## config.mk

```make
export PLATFORM = sky130hd
export DESIGN_NAME = alu_muldiv
export DESIGN_NICKNAME = d
export VERILOG_FILES = /design/src/rtl/alu_pkg.sv /design/src/rtl/muldiv_seq.sv /design/src/rtl/alu_muldiv.sv
export SDC_FILE = /design/constraint.sdc
export NUM_CORES = 1
export LEC_CHECK = 0
export BUFFER_PORTS_ARGS = -buffer_cell sky130_fd_sc_hd__buf_2
export CAP_MARGIN = 15
export CORE_ASPECT_RATIO = 1.1
export CORE_UTILIZATION = 41
export DETAILED_ROUTE_END_ITERATION = 8
export PLACE_DENSITY = 0.57
export SLEW_MARGIN = 20
export SYNTH_ARGS = -nofsm -noshare
export SYNTH_HDL_FRONTEND = slang
export SYNTH_SLANG_ARGS = --single-unit
```

## constraint.sdc

```tcl
create_clock -name clk -period 4.37 [get_ports clk]
set_input_delay 0.437 -clock clk [delete_from_list [all_inputs] [get_ports clk]]
set_output_delay 0.437 -clock clk [all_outputs]
set_load 0.005 [all_outputs]
```

## src/rtl/alu_pkg.sv

```systemverilog
// alu_pkg
// Shared definitions for the execute-stage ALU with its iterative
// multiply/divide unit.
//   alu_op_e      : 4-bit operation encodings (op[3]=0 single-cycle ALU ops,
//                   op[3]=1 HI/LO and multiply/divide ops)
//   md_state_e    : multiply/divide sequencer states
//   DIVZ_LO_FILL  : bit replicated across LO on a divide by zero
//   DIVOVF_HI_VAL : HI value for the signed-overflow divide (most-negative / -1)
package alu_pkg;

  typedef enum logic [3:0] {
    OP_AND   = 4'b0000,
    OP_OR    = 4'b0001,
    OP_ADD   = 4'b0010,
    OP_SLTU  = 4'b0011,
    OP_ANDN  = 4'b0100,
    OP_ORN   = 4'b0101,
    OP_SUB   = 4'b0110,
    OP_SLT   = 4'b0111,
    OP_MULT  = 4'b1000,
    OP_MULTU = 4'b1001,
    OP_DIV   = 4'b1010,
    OP_DIVU  = 4'b1011,
    OP_MFHI  = 4'b1100,
    OP_MFLO  = 4'b1101,
    OP_MTHI  = 4'b1110,
    OP_MTLO  = 4'b1111
  } alu_op_e;

  typedef enum logic [1:0] {
    IDLE = 2'b00,
    RUN  = 2'b01,
    FIN  = 2'b10
  } md_state_e;

  // Divide by zero: LO becomes all ones, HI receives the dividend unchanged.
  localparam logic DIVZ_LO_FILL = 1'b1;
  // Signed overflow leaves a zero remainder; the quotient equals the dividend
  // and falls out of the normal magnitude/negate path.
  localparam logic DIVOVF_HI_VAL = 1'b0;

endpackage

```

## src/rtl/muldiv_seq.sv

```systemverilog
// muldiv_seq
// Iterative multiply/divide sequencer with the architectural HI/LO registers.
// One radix-2 shift-add (multiply) or restoring shift-subtract (divide) step
// per cycle on operand magnitudes; signs are applied in the FIN state.
// Ports:
//   clk, reset   : clock, synchronous active-high reset
//   op, start    : operation and request; MULT/DIV start the FSM,
//                  MTHI/MTLO write HI/LO directly when idle
//   a, b         : operands (a = dividend / MTHI-MTLO source)
//   busy         : multiply/divide in progress
//   done         : one-cycle pulse when HI/LO were written by MULT/DIV
//   hi, lo       : HI/LO registers
module muldiv_seq
  import alu_pkg::*;
#(
  parameter int WIDTH = 32
) (
  input  logic             clk,
  input  logic             reset,
  input  logic [3:0]       op,
  input  logic             start,
  input  logic [WIDTH-1:0] a,
  input  logic [WIDTH-1:0] b,
  output logic             busy,
  output logic             done,
  output logic [WIDTH-1:0] hi,
  output logic [WIDTH-1:0] lo
);

  localparam int CNT_W = (WIDTH > 2) ? $clog2(WIDTH) : 1;
  localparam logic [CNT_W-1:0] LAST = CNT_W'(WIDTH - 1);

  md_state_e        state_q;
  logic [CNT_W-1:0] cnt_q;
  logic             done_q;
  logic [WIDTH-1:0] hi_q, lo_q;

  // Iteration datapath: acc_q is the running high half (multiply) or
  // partial remainder (divide); mq_q holds multiplier/dividend bits and
  // collects product low bits or quotient bits.
  logic [WIDTH-1:0] acc_q, mq_q, mag_q, dvd_q;
  logic             div_q, sgn_q, rneg_q, dz_q;

  logic             accept, is_signed, a_neg, b_neg;
  logic             mt_hi, mt_lo;
  logic [WIDTH-1:0] a_mag, b_mag;
  logic [WIDTH:0]   mul_sum, div_shl, div_diff;
  logic [2*WIDTH-1:0] prod, prod_fix;
  logic [WIDTH-1:0] quo_fix, rem_fix;

  assign busy = (state_q != IDLE);
  assign done = done_q;
  assign hi   = hi_q;
  assign lo   = lo_q;

  assign accept    = (state_q == IDLE) && start && op[3] && !op[2];
  assign mt_hi     = (state_q == IDLE) && start && (op == OP_MTHI);
  assign mt_lo     = (state_q == IDLE) && start && (op == OP_MTLO);
  assign is_signed = !op[0];
  assign a_neg     = is_signed && a[WIDTH-1];
  assign b_neg     = is_signed && b[WIDTH-1];

  always_comb begin
    a_mag    = a_neg ? -a : a;
    b_mag    = b_neg ? -b : b;
    mul_sum  = {1'b0, acc_q} + (mq_q[0] ? {1'b0, mag_q} : '0);
    div_shl  = {acc_q, mq_q[WIDTH-1]};
    div_diff = div_shl - {1'b0, mag_q};
    prod     = {acc_q, mq_q};
    prod_fix = sgn_q ? -prod : prod;
    quo_fix  = sgn_q ? -mq_q : mq_q;
    rem_fix  = rneg_q ? -acc_q : acc_q;
  end

  // Control FSM, iteration counter and HI/LO
  always_ff @(posedge clk) begin
    if (reset) begin
      state_q <= IDLE;
      cnt_q   <= '0;
      done_q  <= 1'b0;
      hi_q    <= '0;
      lo_q    <= '0;
    end else begin
      done_q <= 1'b0;
      case (state_q)
        IDLE: begin
          cnt_q <= '0;
          if (accept) begin
            state_q <= RUN;
          end else if (mt_hi) begin
            hi_q <= a;
          end else if (mt_lo) begin
            lo_q <= a;
          end
        end
        RUN: begin
          if (cnt_q == LAST) begin
            state_q <= FIN;
            cnt_q   <= '0;
          end else begin
            cnt_q <= cnt_q + CNT_W'(1);
          end
        end
        FIN: begin
          state_q <= IDLE;
          done_q  <= 1'b1;
          if (!div_q) begin
            {hi_q, lo_q} <= prod_fix;
          end else if (dz_q) begin
            lo_q <= {WIDTH{DIVZ_LO_FILL}};
            hi_q <= dvd_q;
          end else begin
            lo_q <= quo_fix;
            hi_q <= rem_fix;
          end
        end
        default: state_q <= IDLE;
      endcase
    end
  end

  // Iteration datapath: operands frozen at acceptance, one step per RUN cycle
  always_ff @(posedge clk) begin
    if (accept) begin
      acc_q  <= '0;
      mq_q   <= a_mag;
      mag_q  <= b_mag;
      dvd_q  <= a;
      div_q  <= op[1];
      sgn_q  <= a_neg ^ b_neg;
      rneg_q <= a_neg;
      dz_q   <= (b == '0);
    end else if (state_q == RUN) begin
      if (div_q) begin
        // Restoring step: keep the difference only if it did not borrow.
        if (!div_diff[WIDTH]) begin
          acc_q <= div_diff[WIDTH-1:0];
          mq_q  <= {mq_q[WIDTH-2:0], 1'b1};
        end else begin
          acc_q <= div_shl[WIDTH-1:0];
          mq_q  <= {mq_q[WIDTH-2:0], 1'b0};
        end
      end else begin
        // Shift-add: the carry out of the add becomes the new top bit.
        acc_q <= mul_sum[WIDTH:1];
        mq_q  <= {mul_sum[0], mq_q[WIDTH-1:1]};
      end
    end
  end

endmodule

```

## src/rtl/alu_muldiv.sv

```systemverilog
// alu_muldiv
// Execute-stage ALU: single-cycle logic/arithmetic ops, signed/unsigned
// set-less-than, HI/LO moves and an iterative multiply/divide unit.
// Ports:
//   clk, reset : clock, synchronous active-high reset
//   op         : 4-bit operation (alu_pkg::alu_op_e)
//   start      : request for MULT/DIV/MTHI/MTLO
//   a, b       : operands (a = rs, b = rt)
//   y, zero    : combinational result and its all-zero flag
//   busy, done : multiply/divide in progress / HI-LO written pulse
//   hi, lo     : architectural HI/LO registers
module alu_muldiv
  import alu_pkg::*;
#(
  parameter int WIDTH = 32
) (
  input  logic             clk,
  input  logic             reset,
  input  logic [3:0]       op,
  input  logic             start,
  input  logic [WIDTH-1:0] a,
  input  logic [WIDTH-1:0] b,
  output logic [WIDTH-1:0] y,
  output logic             zero,
  output logic             busy,
  output logic             done,
  output logic [WIDTH-1:0] hi,
  output logic [WIDTH-1:0] lo
);

  alu_op_e                 op_e;
  logic signed [WIDTH-1:0] a_s, b_s;

  assign op_e = alu_op_e'(op);
  assign a_s  = a;
  assign b_s  = b;

  muldiv_seq #(.WIDTH(WIDTH)) u_muldiv (
    .clk   (clk),
    .reset (reset),
    .op    (op),
    .start (start),
    .a     (a),
    .b     (b),
    .busy  (busy),
    .done  (done),
    .hi    (hi),
    .lo    (lo)
  );

  always_comb begin
    y = '0;
    case (op_e)
      OP_AND:  y = a & b;
      OP_OR:   y = a | b;
      OP_ADD:  y = a + b;
      OP_SLTU: y = {{(WIDTH-1){1'b0}}, (a < b)};
      OP_ANDN: y = a & ~b;
      OP_ORN:  y = a | ~b;
      OP_SUB:  y = a - b;
      OP_SLT:  y = {{(WIDTH-1){1'b0}}, (a_s < b_s)};
      // HI/LO reads are live even while a multiply/divide is running.
      OP_MFHI: y = hi;
      OP_MFLO: y = lo;
      default: y = '0;
    endcase
  end

  assign zero = (y == '0);

endmodule

```

# After elaboration in Yosys (flattened, before gate mapping)
# Index checks and enable logic that the tools add are counted.
# classes
n_addsub	10
n_lt_le_gt_ge	2
eq_ne	20
mux	30
bitwise	6
reduce_logical	20
# op_table
cell	n
32-bit two-way mux	19
32-bit one-hot mux with 10 select lines	1
32-bit negator	4
32-bit one-hot mux with 2 select lines	2
32-bit bitwise AND	2
32-bit logical NOT	2
32-bit < comparator	2
64-bit two-way mux	1
64-bit negator	1
32-bit OR	2
32-bit by 33-bit adder with 33-bit output	1
33-bit by 32-bit subtractor with 33-bit output	1
32-bit adder	1
32-bit inverter	1
32-bit subtractor	1
4-bit by 3-bit equality test with 1-bit output, second input constant	4
4-bit equality test, second input constant	4
5-bit one-hot mux with 2 select lines	1
4-bit by 2-bit equality test with 1-bit output, second input constant	2
2-bit by 1-bit != test with 1-bit output, second input constant	4
2-bit nonzero test	4
1-bit logical AND	7
5-bit by 1-bit adder with 5-bit output, second input constant	1
5-bit equality test, second input constant	1
15 further kinds	19
# totals
register_bits	204
inputBits	71
output_inout_bits	99
elab_cells	101

# Logic depth before layout (Yosys ltp)
# Gate-level depths: netlist of the first run.
# logic_depth
ltp_word	7
mapped_depth	15
depth_no_buf	15

# Modules after synthesis
# From an unflattened synthesis of the first run, not the netlist that was laid out.
# unflattened
cells_unflattened	2798
hier_area_um2	21210.3
# modules_own_cells
mod	n_inst	cells_per_inst	area_each_um2	seq_area_each_um2
muldiv_seq	1	1947	15761.4	5084.9
alu_muldiv	1	851	5449.0	0.0

# Worst setup path after synthesis of the first run
# Ideal clock, no wire load.
# synth_timing
path_type	in2reg
start	input op[2]
end	register u_muldiv.mq_q[1], data pin
setup_time_ps	378
t_arrival_ps	4015
t_required_ps	3992
path_slack_ps	-23
cell_stages	9
path_buffers	6
cell_sequence	buf_2 buf_2 buf_2 buf_2 or3_1 clkbuf_1 clkinv_1 clkbuf_1 a31oi_1
# synth_between
elab_chain_len	3
# synth_rtl
element	line	text
from (decl)	alu_muldiv.sv:19	input logic [3:0] op,
1-bit logical NOT	muldiv_seq.sv:56	assign accept = (state_q == IDLE) && start && op[3] && !op[2];
1-bit logical AND	muldiv_seq.sv:56	
net u_muldiv.accept	muldiv_seq.sv:44	logic accept, is_signed, a_neg, b_neg;
32-bit two-way mux	muldiv_seq.sv:124	if (accept) begin
to (signal assigned)	muldiv_seq.sv:126	mq_q <= a_mag;
to (signal assigned)	muldiv_seq.sv:138	mq_q <= {mq_q[WIDTH-2:0], 1'b1};
to (signal assigned)	muldiv_seq.sv:141	mq_q <= {mq_q[WIDTH-2:0], 1'b0};
to (decl)	muldiv_seq.sv:41	logic [WIDTH-1:0] acc_q, mq_q, mag_q, dvd_q;
# The timed path passes the listed nets, and every way through them passes these cells.
# A chain may end at the register's enable or synchronous reset.

# Worst setup path after layout of the first run
# layout_timing
start	input a[8]
end	output zero
# layout_between
elab_chain_len	3
elab_cells_between_ends	10
classes_between	add/sub (2); order compare (2); mux (1); bitwise (4); reduce/logical (1)
# layout_rtl
element	line	text
from (decl)	alu_muldiv.sv:21	input logic [WIDTH-1:0] a,
32-bit subtractor (tied with other cells)	alu_muldiv.sv:60	OP_SUB: y = a - b;
32-bit one-hot mux with 10 select lines *	alu_muldiv.sv:53	case (op_e)
32-bit logical NOT *	alu_muldiv.sv:69	assign zero = (y == '0);
to (decl)	alu_muldiv.sv:24	output logic zero,
# Mark *: on every way between the ends. The rest lies on a longest branch, timed or not.

==> results of run 1 <==
stage by stage:
step	cells	TNS (ns)	worst slack (ns)	hold slack [ns]
after detailed placement	3621	-0.547	-0.547	0.483
after floorplan	2679	0	0.140	0.457
after global routing	3674	-0.432	-0.432	0.240
after global placement	3621	-0.578	-0.562	0.470
final	3674	-0.197	-0.197	0.237
after CTS	3673	-0.250	-0.250	0.224
layout make-up:
type	count	share of cell area, %
Multi-Input combinational cell	2155	58.0
Sequential cell	204	20.3
Timing Repair Buffer	481	12.9
Tap cell	652	3.26
Clock buffer	31	2.71
Inverter	133	2.00
Clock inverter	17	0.750
Antenna cell	1	0.0100
flip-flops by register name, summed over array words and instances (netlist names):
register	cells
u_muldiv.acc_q	32
u_muldiv.cnt_q	5
u_muldiv.div_q	1
u_muldiv.done	1
u_muldiv.dvd_q	32
u_muldiv.dz_q	1
u_muldiv.hi	32
u_muldiv.lo	32
u_muldiv.mag_q	32
u_muldiv.mq_q	32
u_muldiv.rneg_q	1
u_muldiv.sgn_q	1
u_muldiv.state_q	2
worst min path at each step:
stage                   endpoint  slack, ns
2_1_floorplan  u_muldiv.cnt_q[3]       0.46
3_3_place_gp   u_muldiv.cnt_q[3]       0.47
3_5_place_dp     u_muldiv.hi[25]       0.48
4_1_cts        u_muldiv.dvd_q[1]       0.22
5_1_grt        u_muldiv.dvd_q[1]       0.24
6_report       u_muldiv.dvd_q[1]       0.24
placed cells by master (no fill, tap or decap), drive strengths merged, types with 35 or more instances in the layout:
cell type / netlist / final
a21o: 50 / 50
a21oi: 245 / 245
buf: 29 / 481
dfxtp: 104 / 104
edfxtp: 100 / 100
ha: 133 / 133
inv: 130 / 133
mux2i: 58 / 58
nand2: 252 / 252
nand3: 52 / 52
nor2: 207 / 207
nor2b: 35 / 35
nor3: 64 / 64
o211ai: 35 / 35
o21ai: 230 / 230
o221ai: 52 / 52
o31ai: 41 / 41
xnor2: 159 / 159
xor2: 48 / 48
worst register-to-register path: stages, from the launching register on:
cell and delay, ns:
edfxtp_1 0.39, inv_1 0.07, ha_1 0.20, fa_1 0.22, nand2b_1 0.17, a21oi_1 0.11
o41ai_1 0.32, buf_4 0.19, o221ai_1 0.15, buf_4 0.21, a311oi_2 0.39, o31a_1 0.27
mux2i_2 0.28, nand2_1 0.12, buf_12 0.21, mux2_1 0.35, a21oi_1 0.18, a211oi_1 0.07
layer usage:
metal | share of wire, % | vias to the layer above | track usage (%)
met1 | 43 | 11003 | 48.7
met5 | 0.014 | - | 0
met2 | 43 | 1249 | 55.5
met4 | 5.2 | 2 | 15.4
met3 | 8.8 | 200 | 4.88
li1 | - | 10549 | -
power groups by stage:
stage	clock network (mW)	logic, mW	registers (mW)
5_1_grt	2.30	4.76	2.45
3_3_place_gp	0	4.17	2.46
3_5_place_dp	0	4.20	2.47
4_1_cts	2.23	4.28	2.43
6_report	2.21	4.39	2.44
2_1_floorplan	0	2.79	2.40
cells by family (layout without fill, tap and decap cells):
| logic type | after synthesis | after routing | share of synthesized area [%] |
|---|---|---|---|
| xor+xnor | 207 | 207 | 8.85 |
| mux | 62 | 62 | 3.04 |
| buf+inv | 320 | 662 | 6.01 |
| simple gates | 803 | 803 | 18.6 |
| compound gates | 944 | 944 | 30.3 |
| other cells | 0 | 1 | 0 |
| flops | 204 | 204 | 24.7 |
| fa+ha+maj | 139 | 139 | 8.57 |
what timing repair did:
| item | CTS | global route |
|---|---|---|
| pin swaps | 7 | 10 |
| setup buffers | 4 | 0 |
| endpoints found under the setup margin | 2 | 25 |
| resized for setup | 32 | 14 |
==> metrics.md, run 1 <==
| Metric | Value |
|---|---|
| # Max-Cap Violations | `0` |
| Hold Crit Start | `a[1]` |
| CTS clk-pin slew, worst paths | `0.06 ns` |
| CP Data Arrival Time | `4.13 ns` |
| Critical Path Stages | `15` |
| Skew final | `0.0385 ns` |
| Maximum number of pins on one net before global-route repair | `62` |
| Via count | `23003` |
| Max Slew Vio Count | `0` |
| Routed wire length | `94100 um` |
| Root buf cell | `clkbuf_16` |
| Synth Instances | `2679` |
| Synth async-reset ratio | `0%` |
| Worst setup path end | `zero` |
| Fin crit share | `105%` |
| Final instance area | `0.0250 mm2` |
| Main synth FF type | `dfxtp_1` |
| Failing checks | `setup timing` |
| Critical path's largest stage delay | `0.56 ns` |
| Synthesized cell area | `0.0206 mm2` |
| Endpoints failing setup | `1` |
| Sequential area share after synthesis | `24.7%` |
| Area post-placement | `0.0239 mm2` |
| CTS tree | `done` |
| Crit start category | `input pin` |
| Via density per instance | `6.26` |
| CTS H-tree depth | `1` |
| Net Sw Power | `3.73 mW` |
| Post-layout net count | `3209` |
| TritonCTS Sinks | `204` |
| Die area | `0.0511 mm2` |
| Drt pass-1 iters | `8` |
| Initial antenna violation count | `4` |
| Top post-synthesis cells by area | `edfxtp_1 15%, dfxtp_1 10%, ha_1 8.1%` |
| First-pass GRT wire length | `138000 um` |
| Top-count cell post-synth | `nand2_1` |
| Power share of the combinational group | `48.6%` |
| Total Routing Usage GR | `35.5%` |
| Crit. Startpoint | `a[8]` |
| Clock latency on the worst-skew pair | `0.57 ns` |
| Slew headroom | `30.7%` |
| Area delta synth->final | `21.6%` |
| Reg2reg end | `u_muldiv.acc_q[7]` |
| Flops & latches, synth | `204` |
| Cts bufs inserted | `26` |
| Util after Layout | `50.8%` |
| FMAX | `219 MHz` |
| CP Data Required Time | `3.93 ns` |
| RSZ-0062 raised after global routing | `true` |
| Horiz. Die Dim | `216 um` |
| Sw frac | `41.3%` |
| DRT antenna net count | `0` |
| Number of flops mapped to enable cells by yosys | `100` |
| Synth warn | `0` |
| Post-synth top cells | `252 x nand2_1, 244 x a21oi_1, 215 x o21ai_0` |
| Maximum clock path buffer count | `3` |
| Share of cells above drive strength 1 | `20.2%` |
| Top-area cell type share of the netlist area | `14.6%` |
| CP endpoint kind | `output pin` |
| # rows | `85` |
| Synth Area per Inst | `7.68 um2` |
| Pwr/cell area | `361 mW/mm2` |
| Hold-fix buffers at CTS | `0` |
| Netlist cell types | `95` |
| Slowest-stage cell, CP | `or4_1` |
| I/O pins | `170` |
| Core Area | `0.0492 mm2` |
| Worst Reg-to-Reg Cells | `17` |
| Leakage power | `10.4 nW` |
| Post-Syn Nets | `2887` |
| CP delay by family, top | `simple AND/OR/NAND/NOR gates` |
| Int Power | `5.31 mW` |
| CP Class | `in -> out` |
| Flop pwr share | `27.0%` |
| Drt wl/cell | `25.6 um` |
| Multi-input logic area | `0.0145 mm2` |
| WHS Path Cells | `2` |
| Largest area contributor in the netlist | `edfxtp_1` |
| Die Y | `237 um` |
| Register area | `0.00509 mm2` |
| Final count of hold timing violations | `0` |
| Cell Chain, Critical Path | `buf_2 -> ha_1 -> nor3_2 -> a21oi_1 -> and3_4 -> a211oi_4 -> buf_4 -> a211oi_1 -> o2bb2ai_1 -> xnor2_1 -> o21ai_0 -> or4_1 -> or4_4 -> nor4_2 -> buf_2` |
| Min-Delay Path Class | `in -> reg` |
| Detail Placement HPWL | `73900 um` |
| Run status | `finished with violations` |
| Clock power share | `24.4%` |
| Worst-path maximum fanout | `4` |
| Vias in the first global route | `21654` |
| Starting Density | `41.8%` |
| Final WS setup | `-0.197 ns` |
| # DRC | `0` |
| GPL Wtd Cong | `1.01` |
| Most numerous cell on the critical path | `buf_2` |
| Power consumption | `9.04 mW` |
| Peak VDD IR | `286 uV` |
| R2R Path Start | `u_muldiv.mq_q[31]` |
| Number of port buffers | `169` |
| Total grt overflow | `0` |
| WP buf/inv | `3` |
| Fillers | `4884` |
| Actual slew at the worst max-slew pin | `1.04 ns` |
| Min cycle time layout | `4.57 ns` |
| DRT iter0 DRCs | `2676` |
| R2R setup slack | `0.32 ns` |
Power figures use the tool's default switching activity.
==> run 2, diff against run 1 <==
--- a/config.mk
+++ b/config.mk
@@ -7,10 +7,12 @@
 export LEC_CHECK = 0
 export BUFFER_PORTS_ARGS = -buffer_cell sky130_fd_sc_hd__buf_2
 export CAP_MARGIN = 15
+export CELL_PAD_IN_SITES_DETAIL_PLACEMENT = 1
+export CELL_PAD_IN_SITES_GLOBAL_PLACEMENT = 1
 export CORE_ASPECT_RATIO = 1.1
 export CORE_UTILIZATION = 41
 export DETAILED_ROUTE_END_ITERATION = 8
-export PLACE_DENSITY = 0.57
+export PLACE_DENSITY = 0.71
 export SLEW_MARGIN = 20
 export SYNTH_ARGS = -nofsm -noshare
 export SYNTH_HDL_FRONTEND = slang
==> constraint.sdc (replaced) <==
create_clock -name clk -period 5.9 [get_ports clk]
set_input_delay 0.59 -clock clk [delete_from_list [all_inputs] [get_ports clk]]
set_output_delay 0.59 -clock clk [all_outputs]
set_load 0.005 [all_outputs]
==> run 2 against run 1 <==
  * The flow now finishes without violations
  * Via count shrank 2.7%
  * Clock power shrank 22%
  * Clock-buffer cell count is the same
  * Largest power group unchanged
  * Highest routed layer unchanged
==> metrics.md, run 2 (same netlist as run 1, synthesis figures left out) <==
| Metric | Value |
|---|---|
| Run status | `completed` |
| DRT iter0 DRCs | `2178` |
| Root buf cell | `clkbuf_16` |
| Total Routing Usage GR | `37.4%` |
| Maximum clock path buffer count | `3` |
| TritonCTS Sinks | `204` |
| Final count of hold timing violations | `0` |
| Min-Delay Path Class | `in -> reg` |
| Horiz. Die Dim | `216 um` |
| Actual slew at the worst max-slew pin | `1.13 ns` |
| # Max-Cap Violations | `0` |
| Routed wire length | `98400 um` |
| Via count | `22376` |
| Max Slew Vio Count | `0` |
| Fin crit share | `94.2%` |
| Crit start category | `input pin` |
| Starting Density | `41.8%` |
| Maximum number of pins on one net before global-route repair | `137` |
| Fillers | `6058` |
| First-pass GRT wire length | `145000 um` |
| # DRC | `0` |
| CP Class | `in -> out` |
| Pwr/cell area | `286 mW/mm2` |
| Endpoints failing setup | `0` |
| Hold-fix buffers at CTS | `0` |
| CP endpoint kind | `output pin` |
| WP buf/inv | `3` |
| Worst-path maximum fanout | `7` |
| Min cycle time layout | `5.56 ns` |
| Drt wl/cell | `28.8 um` |
| Leakage power | `9.14 nW` |
| Die Y | `237 um` |
| Setup_tns | `0 ns` |
| Post-CTS sizing | `0` |
| CP delay by family, top | `compound AO/OA/AOI/OAI gates` |
| Post-layout net count | `2951` |
| Critical path's largest stage delay | `0.53 ns` |
| CTS clk-pin slew, worst paths | `0.06 ns` |
| Cts bufs inserted | `26` |
| CTS H-tree depth | `1` |
| Drt pass-1 iters | `5` |
| CP Data Arrival Time | `4.97 ns` |
| Total grt overflow | `0` |
| Area delta synth->final | `11.3%` |
| CP Data Required Time | `5.31 ns` |
| I/O pins | `170` |
| Setup Fix Bufs, Post-CTS | `0` |
| Die area | `0.0511 mm2` |
| Commonest non-fill, non-tap cell in the layout | `nand2_1` |
| DRT antenna net count | `0` |
| Commonest cells after routing, fill and taps aside | `251 x nand2_1, 244 x a21oi_1, 215 x o21ai_0` |
| Vias in the first global route | `22320` |
| Detail Placement HPWL | `75600 um` |
| Via density per instance | `6.55` |
| Slowest-stage cell, CP | `a211oi_1` |
| Slew headroom | `24.6%` |
| Core Area | `0.0492 mm2` |
| CTS tree | `done` |
| Peak VDD IR | `229 uV` |
| Number of port buffers | `169` |
| Share of cells above drive strength 1 | `11.7%` |
| Most numerous cell on the critical path | `buf_2` |
| RSZ-0062 raised after global routing | `false` |
| # rows | `85` |
| GPL Wtd Cong | `0.969` |
| Cell Chain, Critical Path | `buf_2 -> inv_1 -> ha_1 -> fa_1 -> nand2b_1 -> a21o_1 -> a211oi_1 -> o31ai_1 -> o41ai_1 -> a41oi_1 -> o311ai_1 -> o211ai_1 -> nor4_1 -> nand4b_1 -> nor4_2 -> buf_2` |
| Area post-placement | `0.0220 mm2` |
| FMAX | `180 MHz` |
| Clock latency on the worst-skew pair | `0.59 ns` |
| Initial antenna violation count | `5` |
| Skew final | `0.0422 ns` |
| Final instance area | `0.0229 mm2` |
## run 2: layout make-up
class | instances | area [um2] | share of cell area, %
clock buffers | 31 | 699 | 3.05
flip-flops and latches | 204 | 5080 | 22.2
diodes | 1 | 2.50 | 0.0109
well taps | 652 | 816 | 3.56
repair buffers | 223 | 1280 | 5.59
inverters | 133 | 502 | 2.19
clock inverters | 17 | 211 | 0.924
multi-input cells | 2155 | 14300 | 62.5
## run 2: worst paths after layout
| path | start | endpoint | slack, ns | cells past startpoint |
|---|---|---|---|---|
| max | a[0] | zero | 0.34 | 16 |
| min reg2reg | u_muldiv.lo[3] | u_muldiv.lo[3] | 0.47 | 2 |
| min | b[0] | u_muldiv.mag_q[0] | 0.29 | 1 |
| max reg2reg | u_muldiv.mq_q[31] | u_muldiv.acc_q[23] | 1.20 | 16 |
## run 2: through the flow
step	power (mW)	utilization, %	hold WS [ns]	setup slack [ns]	std cells
global placement	4.70	44.6	0.455	0.583	3367
CTS	6.51	46.5	0.261	0.419	3415
detailed placement	4.77	44.6	0.468	0.432	3367
floorplan	3.84	-	0.457	1.35	2679
finish	6.55	46.5	0.289	0.343	3416
global route	6.87	46.5	0.274	0.124	3415
## run 2: power by group
group	leakage (nW)	total, mW	internal (mW)	switching, mW
registers	1.77	1.91	1.62	0.292
clock network	0.438	1.72	0.994	0.726
logic	6.94	2.92	1.13	1.79
total	9.14	6.55	3.74	2.81
## run 2: metal layers
metal  global-route usage [%]  share of wire (%)
met5                        0              0.014
met4                     19.0                5.3
met3                     5.86                7.5
met2                     59.6                 45
met1                     48.9                 42
==> run 3, diff against run 2 <==
--- a/config.mk
+++ b/config.mk
@@ -12,8 +12,9 @@
 export CORE_ASPECT_RATIO = 1.1
 export CORE_UTILIZATION = 41
 export DETAILED_ROUTE_END_ITERATION = 8
-export PLACE_DENSITY = 0.71
+export PLACE_DENSITY = 0.72
 export SLEW_MARGIN = 20
 export SYNTH_ARGS = -nofsm -noshare
 export SYNTH_HDL_FRONTEND = slang
+export SYNTH_HIERARCHICAL = 1
 export SYNTH_SLANG_ARGS = --single-unit
==> run 3 against run 2 <==
  * Die area rose by 3.0%
  * Combinational power hardly changed
  * Global-route usage rose by 2.4 points
  * Sequential power hardly changed
  * Clock power down 9%
  * Fmax increased by 5.8%
  * Clock skew up 0.011 ns
  * Largest cell class unchanged
  * Non-clock buffer count grew 13
==> metrics.md, run 3 <==
| Metric | Value |
|---|---|
| Run status | `completed` |
| Int Power | `3.60 mW` |
| Peak VDD IR | `455 uV` |
| Multi-input logic area | `0.0149 mm2` |
| Commonest non-fill, non-tap cell in the layout | `a21oi_1` |
| CP endpoint kind | `output pin` |
| Endpoints failing setup | `0` |
| FMAX | `190 MHz` |
| Slew headroom | `19.0%` |
| Cts bufs inserted | `24` |
| Number of flops mapped to enable cells by yosys | `100` |
| Leakage power | `9.51 nW` |
| Clock power share | `24.5%` |
| Post-CTS sizing | `0` |
| Actual slew at the worst max-slew pin | `1.18 ns` |
| Total Routing Usage GR | `39.8%` |
| # rows | `87` |
| Main synth FF type | `dfxtp_1` |
| ANT cells | `0` |
| Fillers | `6366` |
| Min-Delay Path Class | `in -> reg` |
| Drt wl/cell | `30.0 um` |
| Area delta synth->final | `10.8%` |
| Netlist cell types | `91` |
| Number of port buffers | `169` |
| Post-Syn Nets | `3006` |
| Max Slew Vio Count | `0` |
| Pwr/cell area | `271 mW/mm2` |
| Starting Density | `41.5%` |
| CTS clk-pin slew, worst paths | `0.06 ns` |
| Detail Placement HPWL | `83500 um` |
| Largest area contributor in the netlist | `edfxtp_1` |
| Core Area | `0.0512 mm2` |
| Clock latency on the worst-skew pair | `0.58 ns` |
| Top post-synthesis cells by area | `edfxtp_1 14%, dfxtp_1 9.8%, ha_1 7.8%` |
| Horiz. Die Dim | `219 um` |
| Cell Count, Final, Fillers Out | `3565` |
| Synth Area per Inst | `7.58 um2` |
| I/O pins | `170` |
| Routed wire length | `107000 um` |
| Post-synth top cells | `297 x a21oi_1, 256 x nor2_1, 247 x nand2_1` |
| Initial antenna violation count | `4` |
| Crit start category | `input pin` |
| Via density per instance | `6.68` |
| Synth Instances | `2798` |
| CTS tree | `done` |
| Total grt overflow | `0` |
| Flop pwr share | `29.9%` |
| # Max-Cap Violations | `0` |
| Power consumption | `6.38 mW` |
| Maximum clock path buffer count | `3` |
| Commonest cells after routing, fill and taps aside | `297 x a21oi_1, 254 x nor2_1, 247 x nand2_1` |
| Min cycle time layout | `5.25 ns` |
| GPL Wtd Cong | `0.981` |
| Fin crit share | `89.0%` |
| Final count of hold timing violations | `0` |
| Vias in the first global route | `23643` |
| Net Sw Power | `2.78 mW` |
| CP Data Arrival Time | `4.66 ns` |
| Sw frac | `43.5%` |
| Top-count cell post-synth | `a21oi_1` |
| DRT iter0 DRCs | `2644` |
| Root buf cell | `clkbuf_16` |
| Post-layout net count | `3088` |
| Register area | `0.00508 mm2` |
| CP Data Required Time | `5.31 ns` |
| Synth async-reset ratio | `0%` |
| DRT antenna net count | `0` |
| Power share of the combinational group | `45.6%` |
| Maximum number of pins on one net before global-route repair | `70` |
| First-pass GRT wire length | `156000 um` |
| Setup_tns | `0 ns` |
| Synthesized cell area | `0.0212 mm2` |
| Skew final | `0.0530 ns` |
| Die Y | `241 um` |
| TritonCTS Sinks | `204` |
| Setup Fix Bufs, Post-CTS | `0` |
| Die area | `0.0526 mm2` |
| RSZ-0062 raised after global routing | `false` |
| Share of cells above drive strength 1 | `11.8%` |
| Drt pass-1 iters | `8` |
| Post-Place Cells | `3521` |
| CTS H-tree depth | `1` |
| Top-area cell type share of the netlist area | `14.2%` |
| Hold-fix buffers at CTS | `0` |
| Flops & latches, synth | `204` |
| Sequential area share after synthesis | `24.0%` |
| Worst-path maximum fanout | `9` |
| CP Class | `in -> out` |
| Synth warn | `6` |
| # DRC | `0` |
| Via count | `23800` |
-- run 3: changes by cell type after synthesis, sizes merged, moves of 13 or more --
cell / change
nand4: +13
a21oi: +54
clkbuf: -14
nor2: +49
xor2: +22
a22oi: -15
xnor2: -17
-- run 3: cells by family after synthesis --
logic type      Yosys count  share of synthesized area [%]
mux                      67                           3.22
buf+inv                 306                           5.70
xor+xnor                212                           8.75
fa+ha+maj               138                           8.28
flops                   204                           24.0
compound gates          973                           29.6
simple gates            898                           20.4
-- run 3: final timing paths --
kind / from / to / cells after the start / slack (ns)
setup / recovery: a[4] / zero / 15 / 0.65
hold / removal: b[0] / u_muldiv/mag_q[0] / 1 / 0.32
setup reg to reg: u_muldiv/mq_q[0] / u_muldiv/acc_q[28] / 13 / 1.32
hold reg to reg: u_muldiv/lo[2] / u_muldiv/lo[2] / 2 / 0.48
-- run 3: layout make-up --
class	count	area share, %
tap	667	3.55
clock inverter	17	0.735
sequential	204	21.6
clock buffer	27	2.73
multi-input combinational	2288	63.6
inverter	126	2.02
timing repair buffer	236	5.75
-- run 3: routing by layer --
metal / vias up / GRT usage [%] / share of wire, %
li1: 10512 / - / -
met1: 11907 / 51.7 / 41
met2: 1127 / 63.2 / 45
met3: 252 / 5.34 / 7.9
met4: 2 / 22.9 / 6.3
met5: - / 0 / 0.0093
-- run 3: worst max-delay path, stage by stage --
cell	delay, ns
buf_2	0.19
ha_1	0.48
nor2_1	0.14
a211oi_2	0.39
buf_4	0.20
a21oi_2	0.08
or3_2	0.54
a2bb2oi_1	0.21
xnor2_1	0.15
o221ai_1	0.15
or4_1	0.57
nor4_2	0.39
nand4_1	0.23
nor3b_2	0.22
buf_2	0.13
-- run 3: stage by stage --
| stage | instance area, um2 | setup WS (ns) | hold slack (ns) | utilization [%] |
|---|---|---|---|---|
| after global routing | 23500 | 0.485 | 0.332 | 45.9 |
| after CTS | 23500 | 0.621 | 0.313 | 45.9 |
| after detailed placement | 22700 | 0.629 | 0.474 | 44.3 |
| after floorplan | 21200 | 1.75 | 0.447 | - |
| after global placement | 22700 | 0.711 | 0.472 | 44.3 |
| final | 23500 | 0.647 | 0.318 | 45.9 |
-- run 3: power groups by stage --
stage | Clock [mW] | Sequential (mW) | Combinational [mW]
final | 1.56 | 1.91 | 2.91
after global routing | 1.62 | 1.92 | 3.14
after CTS | 1.57 | 1.89 | 2.86
after detailed placement | 0 | 1.92 | 2.84
after global placement | 0 | 1.92 | 2.77
after floorplan | 0 | 1.76 | 2.05
